$ cat src/rtl/vector_pkg.sv
// Shared types and default sizes for the vector execute stage.
//   op_e    : lane operation encodings
//   state_e : sequencer states
package vector_pkg;

  localparam int unsigned DEF_WIDTH           = 24;
  localparam int unsigned DEF_VECTOR_WIDTH    = 8;
  localparam int unsigned DEF_LANES_PER_CYCLE = 2;

  typedef enum logic [2:0] {
    OP_ADD  = 3'b000,
    OP_SUB  = 3'b001,
    OP_MUL  = 3'b010,
    OP_AND  = 3'b011,
    OP_OR   = 3'b100,
    OP_XOR  = 3'b101,
    OP_SLL  = 3'b110,
    OP_SADD = 3'b111
  } op_e;

  typedef enum logic [1:0] {
    ST_IDLE = 2'b00,
    ST_EXEC = 2'b01,
    ST_HOLD = 2'b10
  } state_e;

endpackage

$ cat src/rtl/vector_alu_seq_if.sv
// Instruction/result bundle between the vector execute stage and its neighbours.
//   in_valid/in_ready   : instruction handshake, op/a/b carried with it
//   out_valid/out_ready : result handshake, res carried with it
//   busy                : stage is executing or holding a result
// master = upstream/downstream side, slave = execute stage.
interface vector_alu_seq_if
  import vector_pkg::*;
#(
  parameter int unsigned WIDTH        = DEF_WIDTH,
  parameter int unsigned VECTOR_WIDTH = DEF_VECTOR_WIDTH
) ();

  logic                               in_valid;
  logic                               in_ready;
  op_e                                op;
  logic [VECTOR_WIDTH-1:0][WIDTH-1:0] a;
  logic [VECTOR_WIDTH-1:0][WIDTH-1:0] b;
  logic                               out_valid;
  logic                               out_ready;
  logic [VECTOR_WIDTH-1:0][WIDTH-1:0] res;
  logic                               busy;

  modport master (
    output in_valid, op, a, b, out_ready,
    input  in_ready, out_valid, res, busy
  );

  modport slave (
    input  in_valid, op, a, b, out_ready,
    output in_ready, out_valid, res, busy
  );

endinterface

$ cat src/rtl/vector_lane_alu.sv
// Combinational single-lane ALU.
//   op_i : operation
//   a_i  : lane operand A
//   b_i  : lane operand B (shift amount for SLL)
//   y_c  : lane result, WIDTH bits
module vector_lane_alu
  import vector_pkg::*;
#(
  parameter int unsigned WIDTH = DEF_WIDTH
) (
  input  op_e              op_i,
  input  logic [WIDTH-1:0] a_i,
  input  logic [WIDTH-1:0] b_i,
  output logic [WIDTH-1:0] y_c
);

  localparam int unsigned SH_W = $clog2(WIDTH);

  logic [WIDTH-1:0] sum_c;
  logic             sadd_ovf_c;

  // Signed overflow: operands share a sign that the sum does not.
  always_comb begin
    sum_c      = a_i + b_i;
    sadd_ovf_c = (a_i[WIDTH-1] == b_i[WIDTH-1]) && (sum_c[WIDTH-1] != a_i[WIDTH-1]);
  end

  always_comb begin
    y_c = '0;
    case (op_i)
      OP_ADD: y_c = sum_c;
      OP_SUB: y_c = a_i - b_i;
      OP_MUL: y_c = a_i * b_i;
      OP_AND: y_c = a_i & b_i;
      OP_OR:  y_c = a_i | b_i;
      OP_XOR: y_c = a_i ^ b_i;
      OP_SLL: begin
        // Out-of-range shifts flush to zero rather than wrapping the shift field.
        if (b_i >= WIDTH'(WIDTH)) y_c = '0;
        else                      y_c = a_i << b_i[SH_W-1:0];
      end
      OP_SADD: begin
        if (!sadd_ovf_c)       y_c = sum_c;
        else if (a_i[WIDTH-1]) y_c = {1'b1, {(WIDTH-1){1'b0}}};
        else                   y_c = {1'b0, {(WIDTH-1){1'b1}}};
      end
      default: y_c = '0;
    endcase
  end

endmodule

$ cat src/rtl/vector_alu_seq.sv
// Multi-cycle vector execute stage: accepts one instruction, computes
// LANES_PER_CYCLE lanes per clock into a result buffer, then holds the full
// result until the downstream register takes it.
//   clk   : clock, rising edge
//   reset : synchronous, active-high
//   bus   : slave side of vector_alu_seq_if (instruction in, result out, busy)
module vector_alu_seq
  import vector_pkg::*;
#(
  parameter int unsigned WIDTH           = DEF_WIDTH,
  parameter int unsigned VECTOR_WIDTH    = DEF_VECTOR_WIDTH,
  parameter int unsigned LANES_PER_CYCLE = DEF_LANES_PER_CYCLE
) (
  input logic              clk,
  input logic              reset,
  vector_alu_seq_if.slave  bus
);

  localparam int unsigned IDX_W    = (VECTOR_WIDTH > 1) ? $clog2(VECTOR_WIDTH) : 1;
  localparam int unsigned LAST_GRP = VECTOR_WIDTH - LANES_PER_CYCLE;

  if (LANES_PER_CYCLE == 0 || (VECTOR_WIDTH % LANES_PER_CYCLE) != 0) begin : g_bad_lanes
    $error("vector_alu_seq: LANES_PER_CYCLE must divide VECTOR_WIDTH");
  end

  state_e                             state_q, state_d;
  logic                               in_ready_q, in_ready_d;
  logic                               out_valid_q, out_valid_d;
  logic                               busy_q, busy_d;
  op_e                                op_q;
  logic [VECTOR_WIDTH-1:0][WIDTH-1:0] a_q, b_q, res_q;
  logic [IDX_W-1:0]                   cnt_q;

  logic                               accept_c;
  logic                               last_grp_c;
  logic [IDX_W-1:0]                   lane_idx_c [LANES_PER_CYCLE];
  logic [WIDTH-1:0]                   lane_y_c   [LANES_PER_CYCLE];

  assign accept_c   = (state_q == ST_IDLE) && bus.in_valid;
  assign last_grp_c = (cnt_q == IDX_W'(LAST_GRP));

  // One lane ALU per slot, each picking its lane out of the latched operands.
  for (genvar k = 0; k < LANES_PER_CYCLE; k++) begin : g_lane
    assign lane_idx_c[k] = cnt_q + IDX_W'(k);

    vector_lane_alu #(.WIDTH(WIDTH)) u_lane_alu (
      .op_i (op_q),
      .a_i  (a_q[lane_idx_c[k]]),
      .b_i  (b_q[lane_idx_c[k]]),
      .y_c  (lane_y_c[k])
    );
  end

  // State register.
  always_ff @(posedge clk) begin
    if (reset) state_q <= ST_IDLE;
    else       state_q <= state_d;
  end

  // Next-state logic.
  always_comb begin
    state_d = state_q;
    case (state_q)
      ST_IDLE: if (bus.in_valid)  state_d = ST_EXEC;
      ST_EXEC: if (last_grp_c)    state_d = ST_HOLD;
      ST_HOLD: if (bus.out_ready) state_d = ST_IDLE;
      default:                    state_d = ST_IDLE;
    endcase
  end

  // Output decode from the upcoming state so the status flags can be registered.
  always_comb begin
    in_ready_d  = 1'b0;
    out_valid_d = 1'b0;
    busy_d      = 1'b0;
    case (state_d)
      ST_IDLE: in_ready_d = 1'b1;
      ST_EXEC: busy_d     = 1'b1;
      ST_HOLD: begin
        out_valid_d = 1'b1;
        busy_d      = 1'b1;
      end
      default: in_ready_d = 1'b1;
    endcase
  end

  // Status flag registers.
  always_ff @(posedge clk) begin
    if (reset) begin
      in_ready_q  <= 1'b1;
      out_valid_q <= 1'b0;
      busy_q      <= 1'b0;
    end else begin
      in_ready_q  <= in_ready_d;
      out_valid_q <= out_valid_d;
      busy_q      <= busy_d;
    end
  end

  // Operand capture, lane counter and result buffer.
  always_ff @(posedge clk) begin
    if (reset) begin
      op_q  <= OP_ADD;
      a_q   <= '0;
      b_q   <= '0;
      res_q <= '0;
      cnt_q <= '0;
    end else begin
      if (accept_c) begin
        op_q  <= bus.op;
        a_q   <= bus.a;
        b_q   <= bus.b;
        cnt_q <= '0;
      end
      if (state_q == ST_EXEC) begin
        for (int k = 0; k < int'(LANES_PER_CYCLE); k++) begin
          res_q[lane_idx_c[k]] <= lane_y_c[k];
        end
        cnt_q <= cnt_q + IDX_W'(LANES_PER_CYCLE);
      end
    end
  end

  assign bus.in_ready  = in_ready_q;
  assign bus.out_valid = out_valid_q;
  assign bus.busy      = busy_q;
  assign bus.res       = res_q;

endmodule

$ cat src/flat_wrapper.sv
// flat-port wrapper written by rule: the top's interface ports become plain ports
module vector_alu_seq_flat import vector_pkg::*;
#(
  parameter int unsigned WIDTH           = DEF_WIDTH,
  parameter int unsigned VECTOR_WIDTH    = DEF_VECTOR_WIDTH,
  parameter int unsigned LANES_PER_CYCLE = DEF_LANES_PER_CYCLE
)
  (clk, reset, bus_in_valid, bus_op, bus_a, bus_b, bus_out_ready, bus_in_ready, bus_out_valid, bus_res, bus_busy);
  vector_alu_seq_if #(.WIDTH(WIDTH), .VECTOR_WIDTH(VECTOR_WIDTH)) bus_i ();
  input logic clk;
  input logic reset;
  input wire logic [$bits(bus_i.in_valid)-1:0] bus_in_valid;
  input wire logic [$bits(bus_i.op)-1:0] bus_op;
  input wire logic [$bits(bus_i.a)-1:0] bus_a;
  input wire logic [$bits(bus_i.b)-1:0] bus_b;
  input wire logic [$bits(bus_i.out_ready)-1:0] bus_out_ready;
  output wire logic [$bits(bus_i.in_ready)-1:0] bus_in_ready;
  output wire logic [$bits(bus_i.out_valid)-1:0] bus_out_valid;
  output wire logic [$bits(bus_i.res)-1:0] bus_res;
  output wire logic [$bits(bus_i.busy)-1:0] bus_busy;
  assign bus_i.in_valid = bus_in_valid;
  assign bus_i.op = bus_op;
  assign bus_i.a = bus_a;
  assign bus_i.b = bus_b;
  assign bus_i.out_ready = bus_out_ready;
  assign bus_in_ready = bus_i.in_ready;
  assign bus_out_valid = bus_i.out_valid;
  assign bus_res = bus_i.res;
  assign bus_busy = bus_i.busy;
  vector_alu_seq #(.WIDTH(WIDTH), .VECTOR_WIDTH(VECTOR_WIDTH), .LANES_PER_CYCLE(LANES_PER_CYCLE)) u_core (.clk(clk), .reset(reset), .bus(bus_i));
endmodule
$ cat config.mk
export PLATFORM = sky130hd
export DESIGN_NAME = vector_alu_seq_flat
export DESIGN_NICKNAME = d
export VERILOG_FILES = /design/src/rtl/vector_pkg.sv /design/src/rtl/vector_alu_seq_if.sv /design/src/rtl/vector_lane_alu.sv /design/src/rtl/vector_alu_seq.sv /design/src/flat_wrapper.sv
export SDC_FILE = /design/constraint.sdc
export NUM_CORES = 2
export LEC_CHECK = 0
export CORE_MARGIN = 2
export CORE_UTILIZATION = 53
export CTS_CLUSTER_DIAMETER = 150
export CTS_CLUSTER_SIZE = 28
export DETAILED_ROUTE_END_ITERATION = 12
export PLACE_DENSITY = 0.83
export REMOVE_ABC_BUFFERS = 1
export SLEW_MARGIN = 0
export SYNTH_ARGS = -nofsm -noshare
export SYNTH_HDL_FRONTEND = slang
export SYNTH_SLANG_ARGS = --single-unit
export TNS_END_PERCENT = 5
$ cat constraint.sdc
create_clock -name clk -period 8.4 [get_ports clk]
set_input_delay 0.84 -clock clk [delete_from_list [all_inputs] [get_ports clk]]
set_output_delay 0.84 -clock clk [all_outputs]
set_load 0.1 [all_outputs]
======== Word-level counts from Yosys, hierarchy flattened ========
Index checks and enable logic that the tools add are counted.
storage, ports and cells
  register bits ........................... 587
  input port bits ......................... 391
  logic and storage cells ................. 108
  output and inout bits ................... 195
cells by class
  reduce and logical (&&, ||, !) cells .... 9
  bitwise gates (word level) .............. 6
  eq/ne operators ......................... 16
  shifts and indexed selects .............. 2
  order comparisons ....................... 6
  $mul .................................... 2
  mux-type cells .......................... 31
  add/subtract/negate cells ............... 6
operators by type and width
  kind                                                                    count
  192-bit bitwise mux                                                     2
  24-bit one-hot mux with 8 select lines                                  2
  24-bit binary-select mux with 3-bit select                              4
  24-bit two-way mux                                                      12
  24-bit demux with 3-bit select                                          2
  24-bit adder                                                            2
  24-bit AND                                                              2
  24-bit by 5-bit >= comparator with 1-bit output, second input constant  2
  24-bit by 24-bit multiplier with 24-bit output                          2
  24-bit bitwise OR                                                       2
  24-bit by 5-bit left shift with 24-bit output                           2
  24-bit subtractor                                                       2
  24-bit XOR                                                              2
  3-bit == test, second input constant                                    5
  3-bit by 4-bit < comparator with 1-bit output, second input constant    2
  3-bit by 2-bit == test with 1-bit output, second input constant         2
  3-bit by 1-bit >= comparator with 1-bit output, second input constant   2
  2-bit two-way mux                                                       3
  3-bit two-way mux                                                       2
  2-bit one-hot mux with 3 select lines                                   1
  1-bit logical AND                                                       5
  2-bit by 1-bit == test with 1-bit output, second input constant         2
  2-bit == test, second input constant                                    2
  3-bit by 1-bit adder with 3-bit output, second input constant           1
  9 further kinds                                                         13

======== Logic depth before layout (Yosys ltp) ========
  word-level depth ........................ 9
  mapped depth ............................ 37
  gate-level depth less buffers ........... 31

======== Modules after synthesis ========
From an unflattened synthesis, not the netlist that was laid out.
second synthesis, totals
  cells, all modules ...................... 6382
  area total of the unflattened synthesis .. 50808.7 um^2
by module, submodules not included
  module                                          sequential area each (um^2)  cells an instance  times used  area an instance (um^2)
  vector_alu_seq                                  11731.3                      2682               1           22930.7
  vector_lane_alu at u_core.g_lane[0].u_lane_alu  0.0                          1846               1           14024.7
  vector_lane_alu at u_core.g_lane[1].u_lane_alu  0.0                          1854               1           13853.3

======== Least setup slack after synthesis ========
No wires, ideal clock.
  kind .................................... reg2reg
  start ................................... register u_core.cnt_q[2]
  end ..................................... register u_core.res_q (netlist bit u_core.bus.res[166])
  path buffers ............................ 6
  setup slack ............................. -24 ps
  stages on the path, launching flop included .. 35
  period minus slack after synthesis ...... 8424 ps
  setup time .............................. 119 ps
  required time ........................... 8281 ps
  arrival time ............................ 8305 ps
  path through ............................ dfxtp_1 > buf_2 > buf_2 > buf_2 > mux2_2 > inv_2 > buf_2 > buf_2 > buf_1 > nand2_1 > fa_1 > inv_1 > fa_1 > inv_1 > fa_1 > inv_1 > ha_1 > fa_1 > fa_1 > inv_1 > fa_1 > inv_1 > ha_1 > or4_1 > o21ai_0 > nand2b_1 > a211oi_1 > or3_1 > a31o_2 > a31oi_1 > xnor2_1 > a21oi_2 > a21oi_1 > a2bb2oi_2 > a22o_1
between the ends
  word-level cells in the longest chain between the ends .. 9
  elaborated cells on any way between the ends .. 51
  those cells by class .................... 5 x add/sub; 2 x mul; 6 x order compare; 4 x eq/ne; 2 x shift; 22 x mux; 6 x bitwise; 4 x reduce/logical
RTL lines
  what                                                                                                    RTL line               RTL
  start, declared                                                                                         vector_alu_seq.sv:32   logic [IDX_W-1:0] cnt_q;
  start signal, assigned                                                                                  vector_alu_seq.sv:119  cnt_q <= cnt_q + IDX_W'(LANES_PER_CYCLE);
  parallel branches: the longest is 8 deep, another holds 24-bit by 24-bit multiplier with 24-bit output  n/a
  192-bit bitwise mux (*)                                                                                 vector_alu_seq.sv:117  res_q[lane_idx_c[k]] <= lane_y_c[k];
  end signal, assigned by index                                                                           vector_alu_seq.sv:117
  end, declared                                                                                           vector_alu_seq.sv:31   logic [VECTOR_WIDTH-1:0][WIDTH-1:0] a_q, b_q, res_q;
Every way passes the cells marked *. The select of a mux whose other input is x is not followed.
A chain may end at the register's enable or synchronous reset.

======== Worst setup path in the final report ========
  start ................................... register u_core.cnt_q[1]
  end ..................................... register u_core.res_q (netlist bit u_core.bus.res[23])
Same word-level chain as after synthesis.

==> results.md <==
* Synth-to-layout area growth at 16.90%
* Fin. Hold Viols at 0
* Slew headroom at 16.92%
* Number of synthesized flops with an enable pin at 0
* Rows at 112
* Seq/Total Area, Yosys at 23.49%
* R2R Path Start: u_core.cnt_q[1]$_SDFFE_PP0P_
* Clock sink count at 586
* PwrDens at 140.1 nW/um2
* Worst Setup Start Kind: flip-flop
* Worst-skew pair later-pin latency at 0.66 ns
* Ys Warns at 0
* Hpwl dp at 153800 um
* Run status: finished clean
* Die span in x at 311.0 um
* Area leader, netlist: dfxtp_1
* # nets final at 7864
* Hold path start: u_core.a_q[88]$_SDFFE_PP0P_
* CP required at 9.00 ns
* Core area at 93330 um2
* Antenna viol nets, final at 0
* CP endpoint kind: flip-flop
* Adder-Cell Fraction of Synth Area at 25.23%
* Largest family of logic cells by synthesized area: adder cells
* RSZ-0062 raised after global routing: yes
* Final worst-path cycle share at 98.52%
* Post-Synthesis Cells at 6295
* TritonCTS clock tree: yes
* Critical path arrival at 8.87 ns
* Fin worst setup slack at 0.1242 ns
* TritonRoute pass-1 iters at 6
* Worst hold path depth at 2
* Clock buffer depth at 3
* Number of global-route vias before repair at 46349
* 1st-iter DRT viols at 6049
* Initial antenna violation count at 2
* Maximum clock rate at 120.8 MHz
* Seq cells post-synth at 586
* Main area contributors after synthesis: dfxtp_1 23%, fa_1 17%, nand2_1 9.7%
* Vias at 47910
* Most common library cells after synthesis: 1296 x nand2_1, 721 x inv_1, 647 x a21oi_1
* Static Leak at 24.88 nW
* Number of distinct library cells after synthesis at 90
* Grt ovf at 0
* Post-synth ARST share at 0%
* Min-delay worst type: flip-flop to flip-flop
* Clock Pin Slew Worst Setup and Hold Paths at 0.11 ns
* Initial Util at 53.51%
* Final WL at 195200 um
* Layout cells sized above 1 at 6.763%
* Num CTS Buffers at 25
* Post-synth top area share at 23.49%
* Hold EP: u_core.a_q[88]$_SDFFE_PP0P_
* Multiplexer area fraction after synthesis at 6.338%
* Fillers at 8247
* Vias/cell at 6.002
* Fin crit period at 8.276 ns
* Max-Cap Viols at 0
* Final Wtd Congestion at 1.071
* Final core utilization at 62.55%
* FF-to-FF End: u_core.bus.res[23]$_SDFFE_PP0P_
* Average wire per standard cell at 24.45 um
* Final Total Pwr at 0.008182 W
* Synth Area in XOR/XNOR at 3.412%
* Root buffer cell: clkbuf_16
* # IOs at 586
* Top-count cell post-synth: nand2_1
* Mapped Area at 49940 um2
* Port Buffers at 585
* Die footprint at 96700 um2
* Final routed DRC violation total at 0
* Placed cells at 7936
* Synth Area in Compound Gates at 16.16%
* Avg Cell Area, Syn at 7.934 um2
* Tightest Pin Transition at 1.243 ns
* Crit Path Max Fanout at 18
* Placed Instance Area at 57410 um2
* All-Layer GR Usage at 39.04%
* FF-to-FF setup slack at 0.12 ns
* Simple-Gate Fraction of Synth Area at 16.53%
* Die Y-Extent at 311.0 um
* Fin area at 58380 um2
* CP Class: flip-flop to flip-flop
* FF/Latch Area at 11740 um2
* Final Skew at 0.03333 ns
* VDD IR-drop max at 0.0001624 V
* Slew Limit Fails at 0
* H-tree levels at 1
* R2R depth at 27
* Final Setup Violations at 0
* Largest net degree at the start of global routing at 206
* Fin cells at 7983
* Main synth FF type: dfxtp_1
* First-pass GRT wire length at 289200 um
* Dpl ws at 0.09679 ns
* Multi-input logic area at 33890 um2
area by class of cell:
cell class / count / area share [%]
Inverter: 742 / 4.856
Multi-Input combinational cell: 4570 / 58.05
Clock inverter: 2 / 0.05572
Sequential cell: 586 / 20.11
Antenna cell: 1 / 0.004286
Timing Repair Buffer: 799 / 13.11
Tap cell: 1254 / 2.688
Clock buffer: 29 / 1.114
flip-flops by register name, summed over array words and instances, names as in the netlist:
| register | flops |
|---|---|
| u_core.bus.res | 192 |
| u_core.b_q | 192 |
| u_core.bus.in_ready | 1 |
| u_core.bus.busy | 1 |
| u_core.bus.out_valid | 1 |
| u_core.cnt_q | 2 |
| u_core.a_q | 192 |
| u_core.op_q | 3 |
| u_core.state_q | 2 |
power by group:
part / internal (W) / switching (W) / leakage [nW] / total, W
Combinational: 0.00129 / 0.00242 / 19.8 / 0.00371
Sequential: 0.00291 / 0.0000776 / 4.79 / 0.00298
Clock: 0.000559 / 0.000930 / 0.333 / 0.00149
Total: 0.00475 / 0.00343 / 24.9 / 0.00818
metrics by stage:
stage                      TNS, ns  hold WS, ns
after CTS                        0       0.4586
final                            0       0.4575
after floorplan            -664.42       0.4261
after global placement           0       0.4351
after global routing      -0.03282       0.4700
after detailed placement         0       0.4430
worst max path at each step:
stage,cells past startpoint,to,startpoint,slack [ns]
after floorplan,29,u_core.bus.res[166]$_SDFFE_PP0P_,u_core.cnt_q[1]$_SDFFE_PP0P_,-5.48
after global placement,27,u_core.bus.res[166]$_SDFFE_PP0P_,u_core.cnt_q[1]$_SDFFE_PP0P_,0.15
after detailed placement,27,u_core.bus.res[166]$_SDFFE_PP0P_,u_core.cnt_q[1]$_SDFFE_PP0P_,0.1
after CTS,27,u_core.bus.res[166]$_SDFFE_PP0P_,u_core.cnt_q[1]$_SDFFE_PP0P_,0.06
after global routing,30,u_core.bus.res[23]$_SDFFE_PP0P_,u_core.cnt_q[1]$_SDFFE_PP0P_,-0.02
final,27,u_core.bus.res[23]$_SDFFE_PP0P_,u_core.cnt_q[1]$_SDFFE_PP0P_,0.12
repair_timing:
item,4_1_cts,5_1_grt
setup buffers,0,14
resized for setup,0,32
hold buffers,0,0
setup endpoints to repair,0,46
critical path, cell delays in order (launching register included):
cell and delay (ns):
dfxtp_4 0.39, buf_12 0.23, buf_4 0.25, buf_4 0.19
mux4_2 0.72, ha_1 0.49, fa_1 0.58, inv_1 0.09
fa_1 0.54, fa_1 0.52, inv_1 0.05, fa_1 0.54
inv_1 0.05, fa_1 0.50, fa_1 0.44, fa_1 0.41
xnor2_1 0.19, xnor2_1 0.15, xnor2_1 0.15, xnor2_1 0.16
xnor2_1 0.16, xnor2_1 0.12, xnor2_1 0.37, xnor2_1 0.17
nand2_1 0.12, a22oi_1 0.26, buf_4 0.19, a22o_1 0.13
cells by family (layout without fill, tap and decap cells):
kind of cell / after synthesis / count (layout)
AND/OR/NAND/NOR: 2077 / 2077
buffers and inverters: 1139 / 1572
AO/OA/AOI/OAI: 1315 / 1315
XOR/XNOR: 193 / 193
adder cells (fa/ha/maj): 749 / 749
flip-flops: 586 / 586
multiplexers: 236 / 236
other: 0 / 1
metal layers:
layer / vias to the layer above / wire length (um) / GRT usage, %
li1: 21251 / - / -
met1: 23270 / 80020 / 54.13
met2: 2926 / 83070 / 59.21
met3: 459 / 24390 / 10.36
met4: 4 / 7636 / 12.73
met5: - / 42 / 0
placed cells by master (no fill, tap or decap), types with 197 or more instances in the layout:
master,instances
a21oi_1,644
dfxtp_1,581
buf_4,197
fa_1,430
nor2_1,585
clkdlybuf4s50_1,584
nand2_1,1294
inv_1,712
ha_1,318
Power figures use the tool's default switching activity.
